File: src/rtl/transfer_sequencer_pkg.sv
// Shared types, bus size codes and burst sizing helper for the transfer sequencer.
package seq_pkg;

  typedef enum logic [2:0] {
    IDLE    = 3'd0,
    CHECK   = 3'd1,
    RD_REQ  = 3'd2,
    RD_WAIT = 3'd3,
    WR_REQ  = 3'd4,
    WR_WAIT = 3'd5,
    DONE    = 3'd6,
    ERR     = 3'd7
  } seq_state_t;

  localparam logic [3:0] SZ_8W = 4'd9;
  localparam logic [3:0] SZ_4W = 4'd8;
  localparam logic [3:0] SZ_2W = 4'd3;

  function automatic logic [5:0] burst_bytes(input logic [3:0] size);
    case (size)
      SZ_8W:   burst_bytes = 6'd32;
      SZ_4W:   burst_bytes = 6'd16;
      default: burst_bytes = 6'd8;
    endcase
  endfunction

endpackage

File: src/rtl/transfer_sequencer_if.sv
// Descriptor, status and read/write machine handshake bundle of the transfer sequencer.
interface transfer_sequencer_if #(
  parameter int ADDR_W = 32,
  parameter int LEN_W  = 16
);
  logic              start_i;
  logic [ADDR_W-1:0] src_addr_i;
  logic [ADDR_W-1:0] dst_addr_i;
  logic [LEN_W-1:0]  len_i;
  logic              busy_o;
  logic              done_o;
  logic              error_o;
  logic              rd_req_o;
  logic [ADDR_W-1:0] rd_addr_o;
  logic              wr_req_o;
  logic [ADDR_W-1:0] wr_addr_o;
  logic [3:0]        size_o;
  logic              rd_done_i;
  logic              wr_done_i;
  logic              bus_error_i;

  modport slave (
    input  start_i, src_addr_i, dst_addr_i, len_i, rd_done_i, wr_done_i, bus_error_i,
    output busy_o, done_o, error_o, rd_req_o, rd_addr_o, wr_req_o, wr_addr_o, size_o
  );

  modport master (
    output start_i, src_addr_i, dst_addr_i, len_i, rd_done_i, wr_done_i, bus_error_i,
    input  busy_o, done_o, error_o, rd_req_o, rd_addr_o, wr_req_o, wr_addr_o, size_o
  );
endinterface

File: src/rtl/transfer_sequencer_burst_size_sel.sv
// Picks the largest burst (8/4/2 words) that fits in the remaining byte count.
module burst_size_sel
  import seq_pkg::*;
#(
  parameter int LEN_W = 16
) (
  input  logic [LEN_W-1:0] rem_i,
  output logic [3:0]       size_o
);

  // Largest-first selection; any nonzero multiple of 8 fits at least a 2-word burst
  always_comb begin
    size_o = SZ_2W;
    if (rem_i >= LEN_W'(32)) begin
      size_o = SZ_8W;
    end else if (rem_i >= LEN_W'(16)) begin
      size_o = SZ_4W;
    end else begin
      size_o = SZ_2W;
    end
  end

endmodule

File: src/rtl/transfer_sequencer.sv
// Runs one DMA descriptor as a series of read-then-write bursts through the
// read and write machines, reporting completion or error with a single pulse.
module transfer_sequencer
  import seq_pkg::*;
#(
  parameter int ADDR_W = 32,
  parameter int LEN_W  = 16
) (
  input logic                 clk_i,
  input logic                 reset_n_i,
  transfer_sequencer_if.slave bus
);

  seq_state_t        state_r;
  logic [ADDR_W-1:0] src_r;
  logic [ADDR_W-1:0] dst_r;
  logic [LEN_W-1:0]  rem_r;
  logic [ADDR_W-1:0] rd_addr_r;
  logic [ADDR_W-1:0] wr_addr_r;
  logic [3:0]        size_r;
  logic              busy_r;
  logic              done_r;
  logic              error_r;
  logic              rd_req_r;
  logic              wr_req_r;

  logic [LEN_W-1:0]  burst_len_s;
  logic [LEN_W-1:0]  rem_next_s;
  logic [LEN_W-1:0]  sel_rem_s;
  logic [ADDR_W-1:0] step_s;
  logic [ADDR_W-1:0] src_next_s;
  logic [ADDR_W-1:0] dst_next_s;
  logic [3:0]        sel_size_s;
  logic              misalign_s;
  logic              rem_zero_s;
  logic              rem_last_s;

  // Per-burst arithmetic; address sums wrap at ADDR_W bits by construction
  always_comb begin
    burst_len_s = LEN_W'(burst_bytes(size_r));
    step_s      = ADDR_W'(burst_bytes(size_r));
    rem_next_s  = rem_r - burst_len_s;
    src_next_s  = src_r + step_s;
    dst_next_s  = dst_r + step_s;
    misalign_s  = (rem_r[2:0] != 3'd0) || (src_r[2:0] != 3'd0) || (dst_r[2:0] != 3'd0);
    rem_zero_s  = (rem_r == {LEN_W{1'b0}});
    rem_last_s  = (rem_next_s == {LEN_W{1'b0}});
    if (state_r == CHECK) begin
      sel_rem_s = rem_r;
    end else begin
      sel_rem_s = rem_next_s;
    end
  end

  burst_size_sel #(.LEN_W(LEN_W)) u_size_sel (
    .rem_i  (sel_rem_s),
    .size_o (sel_size_s)
  );

  // Sequencer FSM; pulses clear by default and are set on entry to their state
  always_ff @(posedge clk_i or negedge reset_n_i) begin
    if (!reset_n_i) begin
      state_r   <= IDLE;
      src_r     <= {ADDR_W{1'b0}};
      dst_r     <= {ADDR_W{1'b0}};
      rem_r     <= {LEN_W{1'b0}};
      rd_addr_r <= {ADDR_W{1'b0}};
      wr_addr_r <= {ADDR_W{1'b0}};
      size_r    <= 4'd0;
      busy_r    <= 1'b0;
      done_r    <= 1'b0;
      error_r   <= 1'b0;
      rd_req_r  <= 1'b0;
      wr_req_r  <= 1'b0;
    end else begin
      done_r   <= 1'b0;
      error_r  <= 1'b0;
      rd_req_r <= 1'b0;
      wr_req_r <= 1'b0;
      case (state_r)
        IDLE: begin
          if (bus.start_i) begin
            src_r   <= bus.src_addr_i;
            dst_r   <= bus.dst_addr_i;
            rem_r   <= bus.len_i;
            busy_r  <= 1'b1;
            state_r <= CHECK;
          end
        end
        CHECK: begin
          if (bus.bus_error_i || (!rem_zero_s && misalign_s)) begin
            error_r <= 1'b1;
            busy_r  <= 1'b0;
            state_r <= ERR;
          end else if (rem_zero_s) begin
            done_r  <= 1'b1;
            busy_r  <= 1'b0;
            state_r <= DONE;
          end else begin
            size_r    <= sel_size_s;
            rd_addr_r <= src_r;
            rd_req_r  <= 1'b1;
            state_r   <= RD_REQ;
          end
        end
        RD_REQ, WR_REQ: begin
          if (bus.bus_error_i) begin
            error_r <= 1'b1;
            busy_r  <= 1'b0;
            state_r <= ERR;
          end else if (state_r == RD_REQ) begin
            state_r <= RD_WAIT;
          end else begin
            state_r <= WR_WAIT;
          end
        end
        RD_WAIT: begin
          if (bus.bus_error_i) begin
            error_r <= 1'b1;
            busy_r  <= 1'b0;
            state_r <= ERR;
          end else if (bus.rd_done_i) begin
            wr_addr_r <= dst_r;
            wr_req_r  <= 1'b1;
            state_r   <= WR_REQ;
          end
        end
        WR_WAIT: begin
          if (bus.bus_error_i) begin
            error_r <= 1'b1;
            busy_r  <= 1'b0;
            state_r <= ERR;
          end else if (bus.wr_done_i) begin
            src_r <= src_next_s;
            dst_r <= dst_next_s;
            rem_r <= rem_next_s;
            if (rem_last_s) begin
              done_r  <= 1'b1;
              busy_r  <= 1'b0;
              state_r <= DONE;
            end else begin
              size_r    <= sel_size_s;
              rd_addr_r <= src_next_s;
              rd_req_r  <= 1'b1;
              state_r   <= RD_REQ;
            end
          end
        end
        DONE, ERR: begin
          state_r <= IDLE;
        end
        default: begin
          busy_r  <= 1'b0;
          state_r <= IDLE;
        end
      endcase
    end
  end

  assign bus.busy_o    = busy_r;
  assign bus.done_o    = done_r;
  assign bus.error_o   = error_r;
  assign bus.rd_req_o  = rd_req_r;
  assign bus.rd_addr_o = rd_addr_r;
  assign bus.wr_req_o  = wr_req_r;
  assign bus.wr_addr_o = wr_addr_r;
  assign bus.size_o    = size_r;

endmodule
File: src/flat_wrapper.sv
// flat-port wrapper written by rule: the top's interface ports become plain ports
module transfer_sequencer_flat import seq_pkg::*;
#(
  parameter int ADDR_W = 32,
  parameter int LEN_W  = 16
)
  (clk_i, reset_n_i, bus_start_i, bus_src_addr_i, bus_dst_addr_i, bus_len_i, bus_rd_done_i, bus_wr_done_i, bus_bus_error_i, bus_busy_o, bus_done_o, bus_error_o, bus_rd_req_o, bus_rd_addr_o, bus_wr_req_o, bus_wr_addr_o, bus_size_o);
  transfer_sequencer_if #(.ADDR_W(ADDR_W), .LEN_W(LEN_W)) bus_i ();
  input logic clk_i;
  input logic reset_n_i;
  input wire logic [$bits(bus_i.start_i)-1:0] bus_start_i;
  input wire logic [$bits(bus_i.src_addr_i)-1:0] bus_src_addr_i;
  input wire logic [$bits(bus_i.dst_addr_i)-1:0] bus_dst_addr_i;
  input wire logic [$bits(bus_i.len_i)-1:0] bus_len_i;
  input wire logic [$bits(bus_i.rd_done_i)-1:0] bus_rd_done_i;
  input wire logic [$bits(bus_i.wr_done_i)-1:0] bus_wr_done_i;
  input wire logic [$bits(bus_i.bus_error_i)-1:0] bus_bus_error_i;
  output wire logic [$bits(bus_i.busy_o)-1:0] bus_busy_o;
  output wire logic [$bits(bus_i.done_o)-1:0] bus_done_o;
  output wire logic [$bits(bus_i.error_o)-1:0] bus_error_o;
  output wire logic [$bits(bus_i.rd_req_o)-1:0] bus_rd_req_o;
  output wire logic [$bits(bus_i.rd_addr_o)-1:0] bus_rd_addr_o;
  output wire logic [$bits(bus_i.wr_req_o)-1:0] bus_wr_req_o;
  output wire logic [$bits(bus_i.wr_addr_o)-1:0] bus_wr_addr_o;
  output wire logic [$bits(bus_i.size_o)-1:0] bus_size_o;
  assign bus_i.start_i = bus_start_i;
  assign bus_i.src_addr_i = bus_src_addr_i;
  assign bus_i.dst_addr_i = bus_dst_addr_i;
  assign bus_i.len_i = bus_len_i;
  assign bus_i.rd_done_i = bus_rd_done_i;
  assign bus_i.wr_done_i = bus_wr_done_i;
  assign bus_i.bus_error_i = bus_bus_error_i;
  assign bus_busy_o = bus_i.busy_o;
  assign bus_done_o = bus_i.done_o;
  assign bus_error_o = bus_i.error_o;
  assign bus_rd_req_o = bus_i.rd_req_o;
  assign bus_rd_addr_o = bus_i.rd_addr_o;
  assign bus_wr_req_o = bus_i.wr_req_o;
  assign bus_wr_addr_o = bus_i.wr_addr_o;
  assign bus_size_o = bus_i.size_o;
  transfer_sequencer #(.ADDR_W(ADDR_W), .LEN_W(LEN_W)) u_core (.clk_i(clk_i), .reset_n_i(reset_n_i), .bus(bus_i));
endmodule
File: config.mk
export PLATFORM = sky130hd
export DESIGN_NAME = transfer_sequencer_flat
export DESIGN_NICKNAME = d
export VERILOG_FILES = /design/src/rtl/transfer_sequencer_pkg.sv /design/src/rtl/transfer_sequencer_if.sv /design/src/rtl/transfer_sequencer_burst_size_sel.sv /design/src/rtl/transfer_sequencer.sv /design/src/flat_wrapper.sv
export SDC_FILE = /design/constraint.sdc
export NUM_CORES = 1
export LEC_CHECK = 0
export ABC_AREA = 1
export CORE_AREA = 5 5 158 160
export CTS_CLUSTER_DIAMETER = 60
export DETAILED_ROUTE_END_ITERATION = 10
export DIE_AREA = 0 0 163 165
export GPL_ROUTABILITY_DRIVEN = 0
export GPL_TIMING_DRIVEN = 0
export PLACE_DENSITY_LB_ADDON = 0.3
export REMOVE_ABC_BUFFERS = 1
export SLEW_MARGIN = 25
export SYNTH_ARGS = -nofsm -noshare
export SYNTH_HDL_FRONTEND = slang
export SYNTH_SLANG_ARGS = --single-unit
File: constraint.sdc
create_clock -name clk_i -period 4.47 [get_ports clk_i]
set_input_delay 0.894 -clock clk_i [delete_from_list [all_inputs] [get_ports clk_i]]
set_output_delay 0.894 -clock clk_i [all_outputs]
set_load 0.1 [all_outputs]
Yosys cells after proc, flatten, opt, wreduce, memory -nomap -nowiden
Cells that the tools add are included. W data, S select, Z words.

$add $sub $neg: 3. Multiply operators: 0. Divide/modulo/power cells: 0. Order comparisons: 2. Equal/unequal tests: 20. Shifts and indexed selects: 0. Multiplexer cells: 65. Bitwise gates (word level): 1. Reduce and logical (&&, ||, !) cells: 23.

Operator list (count): $mux W32 (11); $pmux W32 S2 (3); $add A32 B6 Y32 (2); $mux W16 (4); $logic_not A16 Y1 (2); $pmux W16 S2 (1); $mux W3 (10); $mux W4 (7); $mux W1 (22); $pmux W3 S6 (1); $ge A16 B5 Y1 const B (1); $ge A16 B6 Y1 const B (1); $sub A16 B6 Y16 (1); $eq A3 B3 Y1 const B (4); $ne A2 B2 Y1 const B (6); $pmux W6 S2 (1); $reduce_and A6 Y1 (2); $reduce_bool A3 Y1 (3); $eq A4 B4 Y1 const B (2); $pmux W4 S2 (1); $eq A3 B2 Y1 const B (2); $ne A3 B2 Y1 const B (2); $ne A3 B3 Y1 const B (2); $pmux W1 S2 (3); 15 further kinds (20).

Bits in registers: 156. Latch bits: 0. Bits in writable memories: 0. Memory bits (read-only): 0. Input bits: 86. Output and inout port bits: 73. Logic and storage cells: 126. Memories: 0.

Logic depth before layout (Yosys ltp)
Depth in word-level cells: 11. Depth in mapped cells: 20. Mapped depth without buffers: 19.

By module
From an unflattened synthesis, not the netlist that was laid out.

Cells, all modules: 1271. Area, all modules: 9325.2 um2.

By module, submodules not included: transfer_sequencer (times used 1, cells each 1239, area each 9196.3 um2, seq. area each 3903.7 um2); burst_size_sel (times used 1, cells each 32, area each 128.9 um2, seq. area each 0.0 um2).

Worst setup path after synthesis
OpenSTA, ideal clock, no wires.

Path kind: register to register. From: register u_core.size_r[3], in the netlist u_core.bus.size_o[3]. To: register u_core.rd_addr_r[10], in the netlist u_core.bus.rd_addr_o[10]. Setup time: 0.074 ns. Arrival time: 3.240 ns. Required time: 4.396 ns. Slack: 1.156 ns. Stages on the path, launching flop included: 20. Path buffers: 2. Period minus slack after synthesis: 3.314 ns. Path through: dfrtp_1 > nand2_1 > nor2_1 > inv_1 > ha_1 > nand2_1 > nor2_1 > nor2_4 > nand2_1 > nand2_1 > nand2_1 > clkinv_1 > nand2_1 > nor2_4 > nand4_4 > nand2_4 > buf_8 > buf_6 > nand2_1 > o21ai_2.

Longest elaborated chain between the ends: 7. Elaborated cells between the ends (all ways): 12. Those cells by class: 2 x add/sub; 3 x eq/ne; 5 x mux; 2 x reduce/logical.

Ends and longest elaborated chain: start: declaration (line transfer_sequencer.sv:20) `logic [3:0] size_r;`; start signal: assignment (line transfer_sequencer.sv:100) `size_r <= sel_size_s;`; start signal: assignment (line transfer_sequencer.sv:142) `size_r <= sel_size_s;`; $eq A4 B4 Y1 (line transfer_sequencer_pkg.sv:20) `case (size)`; $pmux W6 S2 * (line transfer_sequencer_pkg.sv:20); $add A32 B6 Y32 (line transfer_sequencer.sv:43) `src_next_s = src_r + step_s;`; $mux W32 (line transfer_sequencer.sv:137) `if (rem_last_s) begin`; $mux W32 (line transfer_sequencer.sv:133) `end else if (bus.wr_done_i) begin`; $mux W32 (line transfer_sequencer.sv:129) `if (bus.bus_error_i) begin`; $pmux W32 S2 (line transfer_sequencer.sv:80) `case (state_r)`; end signal: assignment (line transfer_sequencer.sv:67) `rd_addr_r <= {ADDR_W{1'b0}};`; end signal: assignment (line transfer_sequencer.sv:101) `rd_addr_r <= src_r;`; end signal: assignment (line transfer_sequencer.sv:143) `rd_addr_r <= src_next_s;`; end: declaration (line transfer_sequencer.sv:18) `logic [ADDR_W-1:0] rd_addr_r;`.

Mark *: on every way between the ends. The rest lies on a longest branch, timed or not. The select of a mux whose other input is x is not followed. A chain may end at the register's enable or synchronous reset.

Final worst setup path
From: register u_core.state_r[1]. To: register u_core.dst_r[30].

Longest elaborated chain between the ends: 3. Elaborated cells between the ends (all ways): 8. Those cells by class: 4 x eq/ne; 1 x mux; 3 x reduce/logical.

Ends and longest elaborated chain: start: declaration (line transfer_sequencer.sv:14) `seq_state_t state_r;`; start signal: assignment (line transfer_sequencer.sv:63) `state_r <= IDLE;`; start signal: assignment (line transfer_sequencer.sv:87) `state_r <= CHECK;`; start signal: assignment (line transfer_sequencer.sv:94) `state_r <= ERR;`; $eq A3 B3 Y1 / $logic_not A3 Y1 (equally long branches) (line transfer_sequencer.sv:80); $ne A2 B2 Y1 (no line) / $reduce_bool A2 Y1 (equally long branches); $reduce_and A4 Y1 (no line); end signal: assignment (line transfer_sequencer.sv:65) `dst_r <= {ADDR_W{1'b0}};`; end signal: assignment (line transfer_sequencer.sv:84) `dst_r <= bus.dst_addr_i;`; end signal: assignment (line transfer_sequencer.sv:135) `dst_r <= dst_next_s;`; end: declaration (line transfer_sequencer.sv:16) `logic [ADDR_W-1:0] dst_r;`.

Several ways; a longest one is shown, not always the timed one.

==> metrics <==
status complete, no violations; cts hold-fix bufs 0; DR vias 8,848; GRT Residual Overflow 0; Placeable Area 23,300 um2; TritonCTS clock tree built; clock sink total 155; Residual DRC 0; GRT Resource Usage Total 20.0%; fraction of the yosys area taken by sequential cells 42.3%; ratio of cells with drive above 1 in the final layout 6.85%; Worst Setup End Kind flop; global-route wire length before repair 43,700 um; ANT nets after route 0; height of the die 165 um; timing-limited maximum frequency 0.244 GHz; max-cap check violation count 0; Reg-to-Reg Start u_core.state_r[1]$_DFFE_PN0P_; end of the worst register-to-register path u_core.dst_r[30]$_DFFE_PN0P_; post-route minimum period 4.09 ns; final wirelength 26,900 um; number of synthesized register bits 155; Chip Width 163 um; cts repair resizes 0; Cell Area, Synth 9180 um2; Distinct cells, synth 48; number of pins with negative max-slew slack in the final report 0; setup repair after global routing missed its margin false; clock input transition at the sequential cells of the worst setup and hold paths 0.07 ns; dominant synthesized flop cell sky130_fd_sc_hd__dfrtp_1; Total Die Area 26,900 um2; most area-consuming cells after synthesis sky130_fd_sc_hd__dfrtp_1, sky130_fd_sc_hd__nand2_1, sky130_fd_sc_hd__o21ai_0, sky130_fd_sc_hd__inv_1, sky130_fd_sc_hd__nand3_1; type of the setup path with the least slack flop to flop; slew margin rel. 28.9%; Setup crit start kind flop; Setup Viol. Count Final 0; period utilisation layout 91.6%; pin count of the biggest net entering global routing 91; length of the first detailed-routing pass in iterations 5; biggest area consumer among synthesized cells sky130_fd_sc_hd__dfrtp_1; total number of nets in the final design 1,473; flop-to-flop setup slack 0.38 ns; maximum fanout count along the critical path 90; DR vias/cell 5.19; top cell type's share of synthesized area 42.3%; Clk Tree Root Cell sky130_fd_sc_hd__clkbuf_16; number of instances in the synthesized netlist 1,241; # diodes 0; synthesis-to-layout area growth 27.1%; FP Rows 56; FFs w/ async S/R, synth 100%; maximum count of clock buffers along a single path 2; transition time of the tightest slew-check pin 1.06 ns; worst path arrival time 4.43 ns; number of enable flip-flop cells after synthesis 0; average routed wire per standard cell 15.8 um; insertion delay to the later sink of the worst-skew pair 0.42 ns; count of yosys warnings during synthesis 0; DP HPWL 19,000 um; H-tree levels 4; number of antenna violations at the first check in global routing 0; Synth Area per Inst 7.40 um2; number of fill cells in the layout 2,294; final-report hold violation count 0; worst-case reg-to-reg path depth 12; Util after Layout 50.1%; number of buffers added on ports 157; Data required, critical path 4.81 ns; setup fix buffers added after clock tree synthesis 0; clock tree skew after final layout 0.0128 ns; via count of the first global-routing pass 8,595; Inserted Clock Buffers 17; initial core utilization 39.5%; class of the most critical hold timing path primary input to asynchronous set/reset pin; Top-Level Pins 159; detailed router's first-iteration violation count 651
-- logic make-up after synthesis --
kind of cell	share of synthesized area (%)
flops	42.3
other cells	0.0409
compound gates	15.2
mux	1.10
buf+inv	8.47
xor+xnor	1.61
fa+ha+maj	2.15
simple gates	29.2
-- state kept, by name (all words and copies together) (netlist names) --
| signal | count |
|---|---|
| u_core.bus.busy_o | 1 |
| u_core.bus.error_o | 1 |
| u_core.state_r | 3 |
| u_core.rem_r | 16 |
| u_core.bus.wr_req_o | 1 |
| u_core.bus.size_o | 3 |
| u_core.bus.wr_addr_o | 32 |
| u_core.dst_r | 32 |
| u_core.bus.rd_req_o | 1 |
| u_core.bus.done_o | 1 |
| u_core.src_r | 32 |
| u_core.bus.rd_addr_o | 32 |
-- layout by cell type (no fill, tap or decap), drive strengths merged --
cell	count
nand3b	1
dfrtp	155
mux2	9
a21oi	62
o211ai	15
nor3	23
xnor2	5
nor4	7
nand4	28
nor3b	1
clkinvlp	3
nor2	110
ha	11
conb	1
a211oi	4
fa	3
xor2	11
o21a	4
clkbuf	19
bufinv	1
nand3	82
o22ai	15
inv	141
o21ai	124
o31ai	1
or2	7
clkinv	5
buf	8
a22oi	16
a31oi	7
nand2	351
clkdlybuf4s50	156
-- cell type report --
| cell class | instances | area, um2 | share of cell area [%] |
|---|---|---|---|
| clock buffer | 19 | 453 | 3.88 |
| timing repair buffer | 164 | 1750 | 15.0 |
| multi-input combinational | 898 | 4530 | 38.8 |
| tap | 319 | 399 | 3.42 |
| sequential | 155 | 3880 | 33.3 |
| inverter | 137 | 524 | 4.49 |
| clock inverter | 13 | 130 | 1.12 |
-- worst max-delay path, stage by stage (launching register included) --
cell and delay, ns:
sky130_fd_sc_hd__dfrtp_1 0.43, sky130_fd_sc_hd__nor2_2 0.22, sky130_fd_sc_hd__inv_2 0.07, sky130_fd_sc_hd__nor2_4 0.47
sky130_fd_sc_hd__buf_16 0.24, sky130_fd_sc_hd__buf_16 0.16, sky130_fd_sc_hd__inv_4 0.13, sky130_fd_sc_hd__buf_16 0.24
sky130_fd_sc_hd__nand2_1 0.13, sky130_fd_sc_hd__nand4_4 0.67, sky130_fd_sc_hd__inv_8 0.74, sky130_fd_sc_hd__o21ai_0 0.22
sky130_fd_sc_hd__o22ai_1 0.19
-- synth_stat cells (15+ instances only) --
cell type,n
sky130_fd_sc_hd__o22ai_1,15
sky130_fd_sc_hd__clkbuf_1,30
sky130_fd_sc_hd__a22oi_1,16
sky130_fd_sc_hd__nand2_1,344
sky130_fd_sc_hd__dfrtp_1,155
sky130_fd_sc_hd__nand3_1,80
sky130_fd_sc_hd__nor3_1,22
sky130_fd_sc_hd__inv_1,130
sky130_fd_sc_hd__o21ai_0,114
sky130_fd_sc_hd__nand4_1,26
sky130_fd_sc_hd__o211ai_1,15
sky130_fd_sc_hd__nor2_1,99
sky130_fd_sc_hd__a21oi_1,61
-- metrics by stage --
step	cells	setup TNS (ns)	area, um2	setup slack (ns)	hold WS (ns)
finish	1705	0	11700	0.376	0.464
detailed placement	1673	0	11100	0.0974	0.461
CTS	1705	0	11700	0.0890	0.482
global route	1705	0	11700	0.0505	0.498
floorplan	1190	-10.0	8910	-0.272	0.479
global placement	1666	-850.91	10900	-4.27	0.457
-- metal layers --
layer | track usage [%] | vias up | wire, um
li1 | - | 4355 | -
met1 | 27.2 | 4162 | 12200
met3 | 4.89 | 30 | 2030
met4 | 4.88 | 0 | 370
met5 | 0 | - | 0
met2 | 32.3 | 301 | 12300
-- how the worst max path moves through the flow --
stage                                   from                                   end  slack [ns]  cells past startpoint
2_1_floorplan  u_core.state_r[1]$_DFFE_PN0P_           u_core.dst_r[7]$_DFFE_PN0P_       -0.27                      9
3_5_place_dp   u_core.state_r[1]$_DFFE_PN0P_           u_core.rem_r[8]$_DFFE_PN0P_         0.1                     12
6_report       u_core.state_r[1]$_DFFE_PN0P_          u_core.dst_r[30]$_DFFE_PN0P_        0.38                     12
5_1_grt        u_core.state_r[1]$_DFFE_PN0P_          u_core.dst_r[30]$_DFFE_PN0P_        0.05                     12
3_3_place_gp                       reset_n_i  u_core.bus.rd_addr_o[23]$_DFFE_PN0P_       -4.27                      1
4_1_cts        u_core.state_r[1]$_DFFE_PN0P_           u_core.rem_r[8]$_DFFE_PN0P_        0.09                     12
Power is not shown: default switching activity piles up to over one toggle a cycle in this logic, so the estimate is an artifact.
